==> src/rtl/sync_fifo_drain_pkg.sv <==
// sync_fifo_drain_pkg: shared state encoding and sizes for the FIFO drain master.
package sync_fifo_drain_pkg;
    typedef enum logic [1:0] {IDLE = 2'd0, RUN = 2'd1, FLUSH = 2'd2, DONE = 2'd3} state_t;
    localparam logic [1:0] SKID_DEPTH = 2'd2;
    localparam int STALL_W = 16;
endpackage

==> src/rtl/sync_fifo_drain_skid.sv <==
// sync_fifo_drain_skid: 2-entry in-order skid buffer absorbing the FIFO read latency.
module sync_fifo_drain_skid
    import sync_fifo_drain_pkg::*;
#(
    parameter int W = 8
) (
    input  logic         clk,
    input  logic         rst_n,
    input  logic         push,
    input  logic [W-1:0] data_in,
    input  logic         pop,
    output logic [W-1:0] data_out,
    output logic [1:0]   count
);
    logic [W-1:0] head_q, head_d, tail_q, tail_d;
    logic [1:0]   count_q, count_d, idx;

    // Slot the incoming word lands in once this cycle's pop has been applied.
    assign idx = count_q - {1'b0, pop};

    always_comb begin
        count_d = count_q + {1'b0, push} - {1'b0, pop};
        head_d  = (push && idx == 2'd0) ? data_in : (pop && count_q == SKID_DEPTH) ? tail_q : head_q;
        tail_d  = (push && idx == 2'd1) ? data_in : tail_q;
    end

    always_ff @(posedge clk or negedge rst_n) begin
        if (!rst_n) begin
            count_q <= '0;
            head_q  <= '0;
            tail_q  <= '0;
        end else begin
            count_q <= count_d;
            head_q  <= head_d;
            tail_q  <= tail_d;
        end
    end

    assign data_out = head_q;
    assign count    = count_q;

    a_no_overflow: assert property (@(posedge clk) disable iff (!rst_n)
        !(push && !pop && count_q == SKID_DEPTH));
endmodule

==> src/rtl/sync_fifo_drain.sv <==
// sync_fifo_drain: pops burst_len words from a registered-read FIFO onto a valid/ready stream.
// Optional SYNC_FIFO_DRAIN_STALL_CNT_EN adds a saturating stall_cycles counter.
module sync_fifo_drain
    import sync_fifo_drain_pkg::*;
#(
    parameter int FIFO_WIDTH = 8,
    parameter int CNT_W      = 8
) (
    input  logic                  clk,
    input  logic                  rst_n,
    input  logic                  start,
    input  logic [CNT_W-1:0]      burst_len,
    output logic                  busy,
    output logic                  done,
    output logic                  fifo_r_en,
    input  logic                  fifo_empty,
    input  logic [FIFO_WIDTH-1:0] fifo_data,
    output logic                  m_valid,
    input  logic                  m_ready,
    output logic [FIFO_WIDTH-1:0] m_data,
`ifdef SYNC_FIFO_DRAIN_STALL_CNT_EN
    output logic [STALL_W-1:0]    stall_cycles,
`endif
    output logic [CNT_W-1:0]      words_out
);
    state_t           state_q, state_d;
    logic [CNT_W-1:0] rem_q, rem_d, words_q, words_d;
    logic             inflight_q;
    logic [1:0]       count;
    logic             go, hs;

    assign go        = start && state_q == IDLE;
    assign hs        = m_valid && m_ready;
    assign m_valid   = count != 2'd0;
    assign busy      = state_q == RUN || state_q == FLUSH;
    assign done      = state_q == DONE;
    assign words_out = words_q;
    // A read is safe if the buffer has room for it, or a word leaves this cycle.
    assign fifo_r_en = state_q == RUN && rem_q != '0 && !fifo_empty &&
                       ((count + {1'b0, inflight_q}) < SKID_DEPTH || hs);

    always_comb begin
        state_d = state_q;
        rem_d   = go ? burst_len : rem_q - CNT_W'(fifo_r_en);
        words_d = go ? '0 : words_q + CNT_W'(hs);
        case (state_q)
            IDLE:  state_d = !go ? IDLE : (burst_len == '0) ? DONE : RUN;
            RUN:   state_d = (fifo_r_en && rem_q == CNT_W'(1)) ? FLUSH : RUN;
            FLUSH: state_d = (!inflight_q && (count == 2'd0 || (count == 2'd1 && hs))) ? DONE : FLUSH;
            DONE:  state_d = IDLE;
        endcase
    end

    always_ff @(posedge clk or negedge rst_n) begin
        if (!rst_n) begin
            state_q    <= IDLE;
            rem_q      <= '0;
            words_q    <= '0;
            inflight_q <= 1'b0;
        end else begin
            state_q    <= state_d;
            rem_q      <= rem_d;
            words_q    <= words_d;
            inflight_q <= fifo_r_en;
        end
    end

    sync_fifo_drain_skid #(.W(FIFO_WIDTH)) u_skid (
        .clk      (clk),
        .rst_n    (rst_n),
        .push     (inflight_q),
        .data_in  (fifo_data),
        .pop      (hs),
        .data_out (m_data),
        .count    (count)
    );

`ifdef SYNC_FIFO_DRAIN_STALL_CNT_EN
    logic [STALL_W-1:0] stall_q, stall_d;

    assign stall_d      = go ? '0 : (m_valid && !m_ready && stall_q != '1) ? stall_q + 1'b1 : stall_q;
    assign stall_cycles = stall_q;

    always_ff @(posedge clk or negedge rst_n) begin
        if (!rst_n) stall_q <= '0;
        else        stall_q <= stall_d;
    end
`endif
endmodule

==> config.mk <==
export PLATFORM = sky130hd
export DESIGN_NAME = sync_fifo_drain
export DESIGN_NICKNAME = d
export VERILOG_FILES = /design/src/rtl/sync_fifo_drain_pkg.sv /design/src/rtl/sync_fifo_drain_skid.sv /design/src/rtl/sync_fifo_drain.sv
export SDC_FILE = /design/constraint.sdc
export NUM_CORES = 1
export LEC_CHECK = 0
export CORE_MARGIN = 4
export CORE_UTILIZATION = 45
export DETAILED_ROUTE_END_ITERATION = 7
export GPL_TIMING_DRIVEN = 0
export PLACE_DENSITY = 0.7
export SYNTH_ARGS = -nofsm -noshare
export SYNTH_HDL_FRONTEND = slang
export SYNTH_SLANG_ARGS = --single-unit
==> constraint.sdc <==
create_clock -name clk -period 2.8 [get_ports clk]
set_input_delay 0.28 -clock clk [delete_from_list [all_inputs] [get_ports clk]]
set_output_delay 0.28 -clock clk [all_outputs]
set_load 0.01 [all_outputs]
Word-level counts from Yosys, hierarchy flattened
Index checks and enable logic that the tools add are counted.

storage, ports and cells
  bits in read-only memories = 0
  output and inout bits = 20
  RAM bits = 0
  bits in latches = 0
  bits of input ports = 21
  logic and storage cells = 52
  register bits after elaboration = 37
  memories = 0

operators by class
  shift operators = 0
  reduce and logical (&&, ||, !) cells = 23
  multipliers = 0
  equality and inequality tests = 7
  magnitude comparators = 1
  $add $sub $neg = 5
  div/mod/pow operators = 0
  multiplexer cells = 9
  bitwise logic cells = 0

operators by type and width
  kind                                                 count
  two-way mux 8 bit                                    4
  logical AND 1 bit                                    11
  adder 8 x 1 -> 8 bit                                 1
  equality test 8 x 1 -> 1 bit, second input constant  1
  zero test 8 bit                                      1
  case mux 2 bit (4 select lines)                      1
  nonzero test 8 bit                                   1
  subtractor 8 x 1 -> 8 bit                            1
  equality test 2 x 1 -> 1 bit, second input constant  3
  equality test 2 bit, second input constant           3
  zero test 2 bit                                      3
  two-way mux 2 bit                                    3
  nonzero test 2 bit                                   2
  subtractor 2 x 1 -> 2 bit                            2
  logical OR 1 bit                                     3
  adder 2 x 1 -> 2 bit                                 1
  zero test 1 bit                                      2
  less-than comparator 2 bit, second input constant    1
  two-way mux 1 bit                                    1

Logic depth before layout (Yosys ltp)
  depth in word-level cells = 7
  depth in mapped cells = 10
  gate-level depth less buffers = 10

Modules after synthesis
Synthesis repeated with hierarchy kept, for this count alone.

second synthesis, totals
  cells, all modules = 172
  area total of the unflattened synthesis = 1,898.1 µm²

by module, submodules not included
  module                area an instance (µm²)  instances  seq. area each (µm²)  cells an instance
  sync_fifo_drain       1,061.0                 1          475.5                 107
  sync_fifo_drain_skid  837.1                   1          450.4                 65

Least setup slack after synthesis
No wires, ideal clock.

  kind = reg2reg
  start point = reg inflight_q
  end point = reg rem_q[6]
  buffers on the path = 0
  library setup time = 0.137 ns
  arrival time = 2.197 ns
  period minus slack after synthesis = 2.333 ns
  stages on the path, launching flop included = 11
  setup slack = 0.467 ns
  required time = 2.663 ns
  cell sequence = dfrtp_1 ha_1 a21bo_2 o2111ai_2 a31oi_1 ha_1 ha_1 nand2b_1 nor4_1 xnor2_1 o21ai_0

on the way
  longest elaborated chain between the ends = 6

RTL lines
  what                        line                   RTL
  from (decl)                 sync_fifo_drain.sv:28  logic inflight_q;
  from (signal assigned)      sync_fifo_drain.sv:64  inflight_q <= fifo_r_en;
  adder 2 x 1 -> 2 bit        sync_fifo_drain.sv:40  ((count + {1'b0, inflight_q}) < SKID_DEPTH || hs);
  less-than comparator 2 bit  sync_fifo_drain.sv:40
  logical OR 1 bit            sync_fifo_drain.sv:40
  logical AND 1 bit           sync_fifo_drain.sv:39  assign fifo_r_en = state_q == RUN && rem_q != '0 && !fifo_empty &&
  named net fifo_r_en         sync_fifo_drain.sv:15  output logic fifo_r_en,
  subtractor 8 x 1 -> 8 bit   sync_fifo_drain.sv:44  rem_d = go ? burst_len : rem_q - CNT_W'(fifo_r_en);
  two-way mux 8 bit           sync_fifo_drain.sv:44
  named net rem_d[6]          sync_fifo_drain.sv:27  logic [CNT_W-1:0] rem_q, rem_d, words_q, words_d;
  to (signal assigned)        sync_fifo_drain.sv:62  rem_q <= rem_d;
  to (decl)                   sync_fifo_drain.sv:27

The timed path passes the listed nets, and every way through them passes these cells.
A chain may end at the register's enable or synchronous reset.

Worst setup path after layout
  start point = reg inflight_q
  end point = out fifo_r_en

on the way
  longest elaborated chain between the ends = 4

RTL lines
  what                        line
  adder 2 x 1 -> 2 bit        sync_fifo_drain.sv:40
  less-than comparator 2 bit  sync_fifo_drain.sv:40
  logical OR 1 bit            sync_fifo_drain.sv:40
  logical AND 1 bit           sync_fifo_drain.sv:39
  to (decl)                   sync_fifo_drain.sv:15

No other way between the ends.

==> qor.yml <==
hp-class: "input port to async pin"
syn_nets: 204
r2r_cells: 10
relSlewSlack_pct: 45.6
crit_fanout: 4
drv_cap: 0
vias_per_cell: 5.30
yosysTopAreaCell: "dfrtp_1"
cts_num_sinks: 37
grt-ovfl-total: 0
htreeDepth: 2
final-hold-violation-count: 0
nNetsFinal: 251
core_area_sq_um: 4030
ys_seq_elements: 37
r2r_slack_ps: 250
syn_avg_cell_area_sq_um: 11.0
netlist_instances: 170
finClkSkew_ps: 3.87
syn2layout_area_growth_pct: 29.5
cts_buffer_depth: 2
antenna_left: 0
gr-usage-all-layers_pct: 16.0
routabilityCongestion: 0.784
final_cell_mix: "clkdlybuf4s50_1, dfrtp_1, nor2_1, ha_1, a21oi_1"
slew_viol_final: 0
die-height_um: 72.6
dieWidth_um: 72.6
clkSlewWorstSetupHoldPaths_ps: 70
port_buffers: 40
power.density_nw_per_um2: 936
ctsHoldBuffers: 0
ir_drop_v: 0.000389
setup_viol: 0
place_area_sq_um: 2330
drt_wl_total_mm: 3.85
cts-root-buf: "clkbuf_8"
cp.required_ps: 2520
layout-drive-gt1-share_pct: 12.8
cp-start-kind: "register"
leakagePower_uw: 0.00112
max_freq_mhz: 386
synth_top_area_share_pct: 49.3
postCtsSetupBuffers: 0
fin_crit_sh_pct: 92.5
final_common_cell: "clkdlybuf4s50_1"
post-route-min-period_ps: 2590
die_area_sq_um: 5270
cts_resized: 0
yosysUniqueCellTypes: 35
grt_max_degree: 38
insertion_delay_ps: 290
top_usage_layer: "met2"
ys_top_cells_by_area: "dfrtp_1, ha_1, mux2_2"
rsz0062_at_grt: "false"
via_count: 1421
initial_utilization_pct: 46.6
ys_warn_count: 0
worst-slew-pin-transition_ps: 816
cts_tree: "done"
fin_area_sq_um: 2430
mappedNetlistArea_sq_um: 1880
grt_use_met3_pct: 4.96
grt_antenna_before_repair: 0
numCtsBuffers: 5
grt_pass1_vias: 1460
fin_setup_tns_ps: 0
setup.worst_path.class: "register to output port"
ys_seq_area_share_pct: 49.3
timing.rr.end: "rem_q[6]"
cp.arrival_ps: 2310
antennaDiodeCount: 0
status: "finished, final reports clean"
r2r-start: "inflight_q"
rows: 23
wl_per_cell_um: 14.4
use_met2_pct: 26.2
drtPass1Iterations: 6
drtIter0Drc: 41
critPathCaptureType: "output port"
drc: 0
grt_pass1_wl_mm: 6.51
io_pins: 41
use_met1_pct: 19.4
dp.final_hpwl_mm: 2.92
-- kinds of logic (layout without fill, tap and decap cells) --
kind of cell    Yosys count  count (layout)  synth area share, %
flops                    37              37                 49.3
fa+ha+maj                13              13                 8.67
mux                      16              16                 9.07
simple gates             53              53                 15.1
buf+inv                  13              61                 3.07
xor+xnor                 13              13                 6.47
compound gates           25              25                 8.33
-- power by group --
part | internal, uW | switching (uW)
combinational | 524 | 441
sequential | 758 | 165
clock | 199 | 188
total | 1480 | 795
-- worst max-delay path, cell delays in order (launching register included) --
cell,delay [ps]
dfrtp_1,430
ha_1,260
a21bo_2,200
o2111ai_2,130
a31oi_1,380
clkdlybuf4s50_1,620
-- routing by layer --
metal	up-vias	wire [um]
met5	-	0
met4	0	59
met3	5	236
met2	43	1890
met1	689	1670
li1	684	-
-- worst max-delay path by stage --
| stage | to | from | slack (ps) |
|---|---|---|---|
| after floorplan | rem_q[6] | inflight_q | 470 |
| after global placement | rem_q[6] | m_ready | 190 |
| after detailed placement | rem_q[6] | m_ready | 140 |
| after CTS | fifo_r_en | inflight_q | 190 |
| after global routing | rem_q[6] | inflight_q | 60 |
| final | fifo_r_en | inflight_q | 210 |
-- cells in the mapped netlist --
library cell and n:
or3b_1 1, nand3b_2 1, a22oi_1 1, or2_2 1, and2_1 4, o2111ai_2 1
ha_1 13, buf_2 1, buf_6 1, or4_1 1, mux2i_1 8, nand2_1 5
nand2b_1 3, dfrtp_1 37, o21ai_1 1, nand4b_1 1, and3_1 2, nor2_2 1
xnor2_2 1, a21bo_2 1, a31oi_1 4, xnor2_1 6, a32oi_1 1, nor2_1 22
nand3_2 2, o31ai_1 2, mux2_2 8, inv_1 9, a21oi_1 11, nor4_2 1
nand3_1 5, nor4_1 3, clkbuf_1 2, o21ai_0 3, xor2_1 6
-- flip-flops by register name, indices dropped and copies added (netlist names) --
name	count
u_skid.tail_q	8
u_skid.count	2
inflight_q	1
words_out	8
rem_q	8
state_q	2
u_skid.data_out	8
-- per-stage QoR --
step	hold WS [ps]	total power, uW	instances	util (%)	setup WS (ps)
detailed placement	420	1900	260	58.0	136
CTS	98.0	2300	268	60.3	193
global placement	486	1850	260	58.1	192
finish	79.6	2280	268	60.3	211
global route	138	2460	268	60.3	63.9
floorplan	-15.6	1520	170	-	467
-- area by class of cell --
cell class	instances	area, sq um
Fill cell	341	1600
Sequential cell	37	926
Multi-Input combinational cell	120	893
Timing Repair Buffer	40	395
Clock buffer	6	82.6
Tap cell	50	62.6
Inverter	9	33.8
Buffer	4	23.8
Clock inverter	2	13.8
(Power assumes the default switching activity.)
